### config.mk
export PLATFORM = sky130hd
export DESIGN_NAME = imm_gen_stage
export DESIGN_NICKNAME = d
export VERILOG_FILES = /design/src/rtl/imm_pkg.sv /design/src/rtl/imm_decode.sv /design/src/rtl/imm_gen_stage.sv
export SDC_FILE = /design/constraint.sdc
export NUM_CORES = 1
export LEC_CHECK = 0
export BUFFER_PORTS_ARGS = -buffer_cell sky130_fd_sc_hd__clkbuf_2
export CAP_MARGIN = 0
export CORE_UTILIZATION = 40
export DETAILED_ROUTE_END_ITERATION = 16
export GPL_TIMING_DRIVEN = 0
export MAX_ROUTING_LAYER = met4
export SLEW_MARGIN = 25
export SYNTH_ARGS = -nofsm -noshare
export SYNTH_HDL_FRONTEND = slang
export SYNTH_HIERARCHICAL = 1
export SYNTH_SLANG_ARGS = --single-unit
export TNS_END_PERCENT = 100
### constraint.sdc
create_clock -name clk -period 7.4 [get_ports clk]
set_input_delay 0.37 -clock clk [delete_from_list [all_inputs] [get_ports clk]]
set_output_delay 0.37 -clock clk [all_outputs]
set_load 0.1 [all_outputs]
### src/rtl/imm_pkg.sv
// Shared opcode constants and immediate-type encodings for the
// immediate-generation stage and its decoder.
package imm_pkg;

  localparam logic [6:0] OPC_LOAD   = 7'h03;
  localparam logic [6:0] OPC_OPIMM  = 7'h13;
  localparam logic [6:0] OPC_JALR   = 7'h67;
  localparam logic [6:0] OPC_SYSTEM = 7'h73;
  localparam logic [6:0] OPC_STORE  = 7'h23;
  localparam logic [6:0] OPC_BRANCH = 7'h63;
  localparam logic [6:0] OPC_AUIPC  = 7'h17;
  localparam logic [6:0] OPC_LUI    = 7'h37;
  localparam logic [6:0] OPC_JAL    = 7'h6F;
  localparam logic [6:0] OPC_OP     = 7'h33;

  typedef enum logic [2:0] {
    IMM_T_NONE = 3'd0,
    IMM_T_I    = 3'd1,
    IMM_T_S    = 3'd2,
    IMM_T_B    = 3'd3,
    IMM_T_U    = 3'd4,
    IMM_T_J    = 3'd5,
    IMM_T_Z    = 3'd6
  } imm_type_e;

endpackage

### src/rtl/imm_decode.sv
// Combinational immediate decoder: instruction word to extended immediate,
// format type and unsupported-opcode flag.
module imm_decode #(
  parameter int XLEN        = 32,
  parameter bit SIGN_EXTEND = 1'b1,
  parameter bit ZIMM_EN     = 1'b1
) (
  input  logic [31:0]     inst,
  output logic [XLEN-1:0] imm,
  output logic [2:0]      imm_type,
  output logic            unknown
);
  import imm_pkg::*;

  logic sx;
  logic [XLEN-1:0] u_imm;

  // Every format's top immediate bit is inst[31]; legacy mode forces zero fill.
  always_comb begin
    sx       = SIGN_EXTEND ? inst[31] : 1'b0;
    u_imm    = XLEN'({inst[31:12], 12'b0});
    imm      = '0;
    imm_type = IMM_T_NONE;
    unknown  = 1'b0;
    if (sx) u_imm = u_imm | ~XLEN'(32'hFFFF_FFFF);
    case (inst[6:0])
      OPC_LOAD, OPC_OPIMM, OPC_JALR: begin
        imm      = {{(XLEN-12){sx}}, inst[31:20]};
        imm_type = IMM_T_I;
      end
      OPC_SYSTEM: begin
        if (ZIMM_EN && inst[14]) begin
          imm      = XLEN'(inst[19:15]);
          imm_type = IMM_T_Z;
        end else begin
          imm      = {{(XLEN-12){sx}}, inst[31:20]};
          imm_type = IMM_T_I;
        end
      end
      OPC_STORE: begin
        imm      = {{(XLEN-12){sx}}, inst[31:25], inst[11:7]};
        imm_type = IMM_T_S;
      end
      OPC_BRANCH: begin
        imm      = {{(XLEN-13){sx}}, inst[31], inst[7], inst[30:25], inst[11:8], 1'b0};
        imm_type = IMM_T_B;
      end
      OPC_AUIPC, OPC_LUI: begin
        imm      = u_imm;
        imm_type = IMM_T_U;
      end
      OPC_JAL: begin
        imm      = {{(XLEN-21){sx}}, inst[31], inst[19:12], inst[20], inst[30:21], 1'b0};
        imm_type = IMM_T_J;
      end
      OPC_OP: ;
      default: unknown = 1'b1;
    endcase
  end

endmodule

### src/rtl/imm_gen_stage.sv
// Registered immediate-generation stage with a two-entry skid buffer;
// the branch/jump target is summed on the input side and stored per entry.
module imm_gen_stage #(
  parameter int XLEN        = 32,
  parameter bit SIGN_EXTEND = 1'b1,
  parameter bit ZIMM_EN     = 1'b1
) (
  input  logic            clk,
  input  logic            rst,
  input  logic            flush,
  input  logic            in_valid,
  output logic            in_ready,
  input  logic [31:0]     in_inst,
  input  logic [XLEN-1:0] in_pc,
  output logic            out_valid,
  input  logic            out_ready,
  output logic [31:0]     out_inst,
  output logic [XLEN-1:0] out_pc,
  output logic [XLEN-1:0] out_imm,
  output logic [2:0]      out_type,
  output logic [XLEN-1:0] out_target,
  output logic            out_unknown
);
  import imm_pkg::*;

  typedef struct packed {
    logic [31:0]     inst;
    logic [XLEN-1:0] pc;
    logic [XLEN-1:0] imm;
    logic [2:0]      typ;
    logic [XLEN-1:0] target;
    logic            unknown;
  } entry_t;

  entry_t main_q, skid_q, in_entry;
  logic main_valid, skid_valid;
  logic [XLEN-1:0] dec_imm;
  logic [2:0] dec_type;
  logic dec_unknown;
  logic accept, pop;

  imm_decode #(
    .XLEN(XLEN),
    .SIGN_EXTEND(SIGN_EXTEND),
    .ZIMM_EN(ZIMM_EN)
  ) u_decode (
    .inst(in_inst),
    .imm(dec_imm),
    .imm_type(dec_type),
    .unknown(dec_unknown)
  );

  always_comb begin
    in_entry = '{inst: in_inst, pc: in_pc, imm: dec_imm, typ: dec_type,
                 target: in_pc + dec_imm, unknown: dec_unknown};
  end

  assign in_ready = !skid_valid;
  assign accept   = in_valid && in_ready && !flush;
  assign pop      = main_valid && out_ready;

  // Skid only fills while main is stalled, so main always holds the oldest entry.
  always_ff @(posedge clk or posedge rst) begin
    if (rst) begin
      main_valid <= 1'b0;
      skid_valid <= 1'b0;
      main_q     <= '0;
      skid_q     <= '0;
    end else if (flush) begin
      main_valid <= 1'b0;
      skid_valid <= 1'b0;
    end else if (!main_valid || (pop && !skid_valid)) begin
      main_valid <= accept;
      if (accept) main_q <= in_entry;
    end else if (pop) begin
      main_q     <= skid_q;
      skid_valid <= 1'b0;
    end else if (accept) begin
      skid_q     <= in_entry;
      skid_valid <= 1'b1;
    end
  end

  assign out_valid   = main_valid;
  assign out_inst    = main_q.inst;
  assign out_pc      = main_q.pc;
  assign out_imm     = main_q.imm;
  assign out_type    = main_q.typ;
  assign out_target  = main_q.target;
  assign out_unknown = main_q.unknown;

endmodule

# [After elaboration in Yosys (flattened, before gate mapping)]
# Cells that the tools add are included.
[totals] regBits=266 inputBits=69
[op_classes] n_addsub=1 eq_ne=12 muxes=14 n_bitwise=3 reduce_logical=17
[op_table] cell="two-way mux 132 bit" n=3
[op_table] cell="one-hot mux 32 bit (6 select lines)" n=1
[op_table] cell="adder 32 bit" n=1
[op_table] cell="two-way mux 32 bit" n=1
[op_table] cell="equality test 7 bit, second input constant" n=4
[op_table] cell="equality test 7 x 6 -> 1 bit, second input constant" n=3
[op_table] cell="one-hot mux 3 bit (6 select lines)" n=1
[op_table] cell="equality test 7 x 5 -> 1 bit, second input constant" n=2
[op_table] cell="OR reduction 10 bit" n=1
[op_table] cell="equality test 7 x 2 -> 1 bit, second input constant" n=1
[op_table] cell="two-way mux 1 bit" n=7
[op_table] cell="logical AND 1 bit" n=4
[op_table] cell="!= test 2 bit, second input constant" n=2
[op_table] cell="AND reduction 4 bit" n=1
[op_table] cell="nonzero test 2 bit" n=2
[op_table] cell="logical NOT 1 bit" n=3
[op_table] cell="two-way mux 3 bit" n=1
[op_table] cell="inverter 1 bit" n=3
[op_table] cell="AND reduction 3 bit" n=1
[op_table] cell="nonzero test 3 bit" n=1
[op_table] cell="OR reduction 3 bit" n=1
[op_table] cell="AND reduction 2 bit" n=1
[op_table] cell="OR reduction 2 bit" n=1
[op_table] cell="logical OR 1 bit" n=1

# [Longest topological paths before layout]
# Gate-level depths: netlist (run 1).
[logic_depth] depth_word=7 mapped_depth=17 depth_no_buf=15

# [Cells and area by module]
# The synthesis (run 1) kept the hierarchy.
[modules_own_cells] mod="imm_gen_stage" instances=1 cells_each=1489 area_each_um2=12464.5
[modules_own_cells] mod="imm_decode" instances=1 cells_each=94 area_each_um2=624.3

# [Least setup slack after synthesis (run 1)]
# Ideal clock, no wire load.
[synth_path] path_kind="input-to-reg" from="input port in_inst[5]" to="register main_q (netlist bit out_target[28])" setup_time_ns=0.122 arrival_time_ns=3.549 required_time_ns=7.278 setup_slack_ns=3.729 path_stages=16 path_cell_list="clkbuf_1 or3_1 o211ai_1 and2_1 a221o_1 ha_1 fa_1 a211oi_1 o21ai_1 nand4_1 a211oi_2 o21ai_2 o21ai_1 a211oi_1 o21ai_1 a22o_1"
[synth_via] elab_chain_cells=6
[synth_lines] element="start: declaration" line="imm_gen_stage.sv:13" source="input logic [31:0] in_inst,"
[synth_lines] element="equality test 7 x 2 -> 1 bit, or another cell as far along" line="imm_decode.sv:26" source="case (inst[6:0])"
[synth_lines] element="OR reduction 3 bit / OR reduction 2 bit (equally long branches)" line="imm_decode.sv:26"
[synth_lines] element="one-hot mux 32 bit (6 select lines) (*)" line="imm_decode.sv:26"
[synth_lines] element="via dec_imm[0]" line="imm_gen_stage.sv:37" source="logic [XLEN-1:0] dec_imm;"
[synth_lines] element="adder 32 bit (*)" line="imm_gen_stage.sv:55" source="target: in_pc + dec_imm, unknown: dec_unknown};"
[synth_lines] element="two-way mux 132 bit (*)" line="imm_gen_stage.sv:74" source="if (accept) main_q <= in_entry;"
[synth_lines] element="two-way mux 132 bit (*)" line="imm_gen_stage.sv:72" source="end else if (!main_valid || (pop && !skid_valid)) begin"
[synth_lines] element="end signal: assignment" line="imm_gen_stage.sv:74"
[synth_lines] element="end signal: assignment" line="imm_gen_stage.sv:76" source="main_q <= skid_q;"
[synth_lines] element="end: declaration" line="imm_gen_stage.sv:35" source="entry_t main_q, skid_q, in_entry;"
# The timed path passes the listed nets; every way through them passes the cells marked *. The select of a mux whose other input is x is not followed.
# A chain may end at the register's enable or synchronous reset.

# [Worst setup path after layout (run 1)]
[layout_path] from="input port in_inst[5]" to="register main_q (netlist bit out_target[29])"
# Same word-level chain as after synthesis.

==> results of run 1 <==
[cell families after synthesis]
kind of cell             count (synthesis)  share of synthesized area [%]
buffers and inverters                  113                           3.41
flip-flops                             266                           50.9
adder cells (fa/ha/maj)                 32                           3.12
XOR/XNOR                                28                           1.87
AO/OA/AOI/OAI                          318                           15.7
AND/OR/NAND/NOR                        826                           25.0
[cell usage in the layout, fill, tap and decap left out, types with 8 or more instances in the layout]
cell type  count
nand2_1      642
dfrtp_1      266
clkbuf_2     203
nor2_1       123
a31oi_1      106
clkbuf_1      89
o21ai_0       51
a21oi_1       37
a21o_1        35
ha_1          31
clkbuf_16     31
o22ai_1       23
xnor2_1       16
inv_1         14
xor2_1        12
o21ai_1       10
nor3_1        10
nor2b_1        9
clkbuf_8       8
[flip-flops by register name (all words and copies together) (netlist names)]
name	cells
out_inst	32
out_type	3
out_valid	1
out_imm	32
skid_valid	1
out_target	32
skid_q	132
out_unknown	1
out_pc	32
[layer usage]
metal / track usage (%) / routed length (um)
met1: 37.0 / 19500
met2: 38.4 / 18400
met3: 3.32 / 2640
met4: 7.57 / 1080
met5: - / 0
[stage by stage]
step | util, % | total power (W)
after detailed placement | 46.7 | 0.00381
after global routing | 50.0 | 0.00556
after CTS | 50.0 | 0.00537
after global placement | 45.9 | 0.00377
final | 50.0 | 0.00534
after floorplan | - | 0.00341
[layout make-up]
cell class,count,area [sq um]
sequential,266,6660
buffer,98,392
tap,435,544
clock buffer,45,908
timing repair buffer,214,1250
antenna,1,2.50
multi-input combinational,1204,5990
inverter,15,60.1
fill,3131,15900
clock inverter,10,129
[final timing paths]
kind / cells after the start / start / endpoint
min in group asynchronous: 3 / rst / out_inst[9]
worst max-delay path: 16 / in_inst[5] / out_target[29]
worst max register to register: 5 / out_valid / out_inst[19]
max in group asynchronous: 7 / rst / skid_q[74]
worst min register to register: 2 / skid_q[67] / skid_q[67]
worst min-delay path: 2 / out_ready / skid_valid
[synth_stat cells, types with 4 or more instances]
library cell / instances
a21o_1: 35
o21ai_0: 51
xor2_1: 12
ha_1: 31
nand2_1: 642
nor2_1: 123
o22ai_1: 23
nand3_1: 6
buf_1: 6
o21ai_1: 11
buf_2: 6
nand4_1: 6
dfrtp_1: 266
a31oi_1: 106
nor3_1: 11
nor2b_1: 9
a211oi_1: 4
clkbuf_1: 84
a22oi_1: 5
a21oi_1: 37
xnor2_1: 16
or3_1: 7
inv_1: 15
[critical path: cells and delay by family]
kind                     cells  cell delay, ns
AO/OA/AOI/OAI               10            2.74
XOR/XNOR                     1            0.19
adder cells (fa/ha/maj)      1            0.40
buffers and inverters        2            0.42
AND/OR/NAND/NOR              2            0.55
[power by group through the flow]
stage	Combinational [W]	Sequential (W)	Clock [W]
after floorplan	0.000415	0.00300	0
after global placement	0.00184	0.00193	0
after detailed placement	0.00187	0.00194	0
after CTS	0.00187	0.00192	0.00158
after global routing	0.00197	0.00195	0.00164
final	0.00187	0.00192	0.00156
[repair_timing]
item,4_1_cts,5_1_grt
hold buffers,1,0
buffers inserted,0,0
resized for setup,0,0
endpoints found under the hold margin,12,0
==> metrics.cfg, run 1 <==
[status]
status = completed

[drt]
antenna_left = 0
drt_iter0_drc = 1033
drtPass1Iterations = 6
drt-total-wl_um = 41600
drc = 0
num_vias = 12000
wire_per_inst_um = 18.2
vias_per_cell = 5.26

[synthesis]
yosys_warnings = 6
synth_area_leaders = dfrtp_1, nand2_1, a31oi_1
synth_cells = 1583
yosysUniqueCellTypes = 70
yosysSeqAreaShare_pct = 50.9
netlist_area_sq_um = 13100
syn-mean-instance-area_sq_um = 8.27
synth_edf_count = 0
yosys.area.top_type = dfrtp_1
synth_top_area_share_pct = 50.9
synth-seq-cells = 266
synth_nets = 1684
synthArstFlopShare_pct = 100
synth_ff_type = dfrtp_1

[floorplan]
die_h_um = 183
core_region_area_sq_um = 31900
fp-row-count = 65
die_x_um = 183
fp.dieArea_sq_um = 33400
initial_core_util_pct = 41.1
design.portCount = 203

[critical_path]
r2r_setup_slack_ns = 4.67
slowest_delay_ns = 0.78
cp-end-kind = flip-flop
start_kind = primary input
crit_slowest_cell = o21ai_0
worstPathCellList = clkbuf_2 > clkbuf_1 > nand2_1 > nor3_1 > a21oi_1 > o21ai_0 > ha_1 > a211oi_2 > o21ai_2 > o2111a_2 > o31ai_4 > o21ai_2 > a41oi_1 > xnor2_1 > o22ai_1 > o21ai_0
crit_required_ns = 7.86
critPathKind = primary input to flip-flop
cp_max_fo = 9
critPathArrivalTime_ns = 4.66

[pwr]
p_sw_share_pct = 43.8
ir_drop_mv = 0.267
p_comb_share_pct = 34.9
p_per_area_nw_per_um2 = 335
p_seq_share_pct = 35.9
switching_power_w = 0.00234
internal-power_w = 0.00300
clkPwrFrac_pct = 29.1
p_leak_nw = 7.96

[timing]
hold_viol = 0
slew_violations = 0
worst_slew_pin_slew_ns = 1.06
whs_ns = 0.0505
skew_ns = 0.00990
finalSetupViolCount = 0
timing.final.crit_share_pct = 56.8
max_slew_margin_pct = 29.3
max_freq_mhz = 238
tns_ns = 0
fin_ws_ns = 3.20
min_period_ns = 4.20
rsz0062_at_grt = false

[global_routing]
grt_max_degree = 32
grt_pass1_vias = 11300
antenna_found_initial = 0
overflow = 0
grt_use_total_pct = 25.9
grt_pass1_wl_um = 65100

[layout]
nets = 1930
drive_above_1_share_pct = 15.9
post-route-cell-area_sq_um = 15900
syn2layout_area_growth_pct = 21.8
fin_cells = 2288

[cts]
cts_buffer_depth = 3
insertion_delay_ns = 0.56
numCtsBuffers = 30
cts_max_level = 1
cts.sinks = 266
root_buffer = clkbuf_16
clkTransAtPathRegs_ns = 0.06
cts_tree = yes

[placement]
place_ws_ns = 2.73
placed_cell_area_sq_um = 14900
routabilityCongestion = 0.908
dp_hpwl_um = 31300
dp_cells = 2231
io_buffers = 202

[worst_hold_path]
min_path_type = primary input to flip-flop

[run]
drv_cap = 0

No activity file was read; power rests on OpenSTA's default activity.
==> run 2, diff against run 1 <==
==> constraint.sdc (replaced) <==
create_clock -name clk -period 3.7 [get_ports clk]
set_input_delay 0.185 -clock clk [delete_from_list [all_inputs] [get_ports clk]]
set_output_delay 0.185 -clock clk [all_outputs]
set_load 0.1 [all_outputs]
==> metrics.cfg, run 2 (synthesis results as in run 1) <==
[critical_path]
rr_startpoint = out_valid
critical-path-top-delay-family = compound AO/OA/AOI/OAI gates
r2r_setup_slack_ns = 0.87
critPathLaunch = in_inst[6]
critPathArrivalTime_ns = 3.97
worstPathCellList = clkbuf_2 > buf_2 > or3_1 > o211ai_1 > and2_1 > a221o_1 > ha_1 > fa_1 > a211oi_2 > o21ai_1 > nand4_1 > a211oi_2 > o21ai_2 > o21ai_1 > a211oi_1 > o21ai_1 > a22o_1
endpoint = out_target[28]
cp.depth = 17
r2r_end = out_inst[19]
start_kind = primary input
reg2reg_depth = 5
cp_max_fo = 10
cp-end-kind = flip-flop
slowest_delay_ns = 0.45
crit_required_ns = 4.15
crit_slowest_cell = fa_1
cp_num_buf_inv = 2
cpMostUsedCell = o21ai_1
critPathKind = primary input to flip-flop

[drt]
antenna_left = 0
drt-total-wl_um = 42300
num_vias = 12300
drc = 0
wire_per_inst_um = 18.0
drtPass1Iterations = 7
drt_iter0_drc = 1097
vias_per_cell = 5.22

[pwr]
p_sw_share_pct = 43.7
p_seq_share_pct = 35.7
switching_power_w = 0.00470
ir_drop_mv = 0.533
p_leak_nw = 8.28
p_comb_share_pct = 35.3
clkPwrFrac_pct = 29.0
p_per_area_nw_per_um2 = 644
internal-power_w = 0.00605

[global_routing]
grt_max_degree = 32
grt_pass1_vias = 11600
antenna_found_initial = 0
grt_pass1_wl_um = 66400
overflow = 0
grt_use_total_pct = 26.3

[floorplan]
fp-row-count = 65
initial_core_util_pct = 41.1
design.portCount = 203
fp.dieArea_sq_um = 33400
core_region_area_sq_um = 31900
die_h_um = 183
die_x_um = 183

[placement]
dp_hpwl_um = 31300
routabilityCongestion = 0.908
dp_cells = 2231
io_buffers = 202

[timing]
rsz0062_at_grt = true
skew_ns = 0.00812
min_period_ns = 3.52
hold_viol = 0
finalSetupViolCount = 0
max_freq_mhz = 284
worst_slew_pin_slew_ns = 1.11
slew_violations = 0
max_slew_margin_pct = 25.8
timing.final.crit_share_pct = 95.1
whs_ns = 0.168

[layout]
final_cell_mix = nand2_1, dfrtp_1, clkbuf_2, nor2_1, a31oi_1
num_antenna_cells = 0
syn2layout_area_growth_pct = 27.4
regMostFlops = skid_q
nets = 1999
regArea_sq_um = 6660
largest_register_ffs = 132
drive_above_1_share_pct = 15.8
fillerInstances = 3047
fin_cells = 2356
multiInputGateArea_sq_um = 6040
final_common_cell = nand2_1

[cts]
insertion_delay_ns = 0.56
cts_buffer_depth = 3
cts_tree = yes
root_buffer = clkbuf_16
cts_max_level = 1
cts.sinks = 266
clkTransAtPathRegs_ns = 0.06
numCtsBuffers = 30

[status]
status = completed

[worst_hold_path]
min_path_type = primary input to async pin

[run]
drv_cap = 0

run 2: worst reg2reg max path, cell delays in order (launching register included):
cell and delay [ns]:
dfrtp_1 0.47, a21boi_1 0.58, clkbuf_1 0.89, clkbuf_1 0.45
nand2_1 0.16, a31oi_1 0.19
run 2: how the worst min path moves through the flow:
| stage | from | endpoint | slack (ns) | cells after the start |
|---|---|---|---|---|
| 4_1_cts | rst | out_inst[9] | 0.16 | 3 |
| 2_1_floorplan | flush | out_valid | 0.25 | 1 |
| 5_1_grt | rst | out_inst[10] | 0.21 | 3 |
| 3_5_place_dp | rst | out_inst[10] | 0.19 | 2 |
| 3_3_place_gp | out_ready | skid_valid | 0.42 | 2 |
| 6_report | rst | out_inst[9] | 0.17 | 3 |
run 2: repair_timing:
item	in CTS	in global routing
pin swaps	0	3
setup endpoints to repair	15	20
setup buffers	0	2
resized for setup	3	10
hold endpoints to repair	190	0
hold buffers	70	0
run 2: through the flow:
stage	total power, W	utilization [%]	area [sq um]	TNS, ns	setup slack (ns)
floorplan	0.00682	-	13100	0	0.00351
global placement	0.00755	45.9	14600	-474.48	-1.74
detailed placement	0.00762	46.7	14900	-19.07	-0.784
CTS	0.0108	52.1	16600	0	0.0413
global route	0.0112	52.3	16700	-0.0120	-0.0120
finish	0.0107	52.3	16700	0	0.182
run 2: power groups by stage:
stage	sequential, W	combinational, W	clock, W
6_report	0.00383	0.00380	0.00312
5_1_grt	0.00390	0.00401	0.00328
4_1_cts	0.00383	0.00380	0.00315
3_5_place_dp	0.00388	0.00374	0
3_3_place_gp	0.00387	0.00368	0
2_1_floorplan	0.00599	0.000830	0
run 2: final cells by class:
type | instances | share of cell area (%)
Sequential cell | 266 | 39.9
Multi-Input combinational cell | 1204 | 36.2
Timing Repair Buffer | 285 | 11.7
Clock buffer | 45 | 5.45
Tap cell | 435 | 3.26
Buffer | 96 | 2.30
Clock inverter | 10 | 0.773
Inverter | 15 | 0.360
run 2: metal layers:
metal | track usage, % | share of wire (%) | vias up
met5 | - | 0 | -
met4 | 8.00 | 2.8 | 0
met3 | 3.12 | 6.1 | 71
met2 | 39.4 | 44 | 402
met1 | 37.5 | 47 | 5912
li1 | - | - | 5920
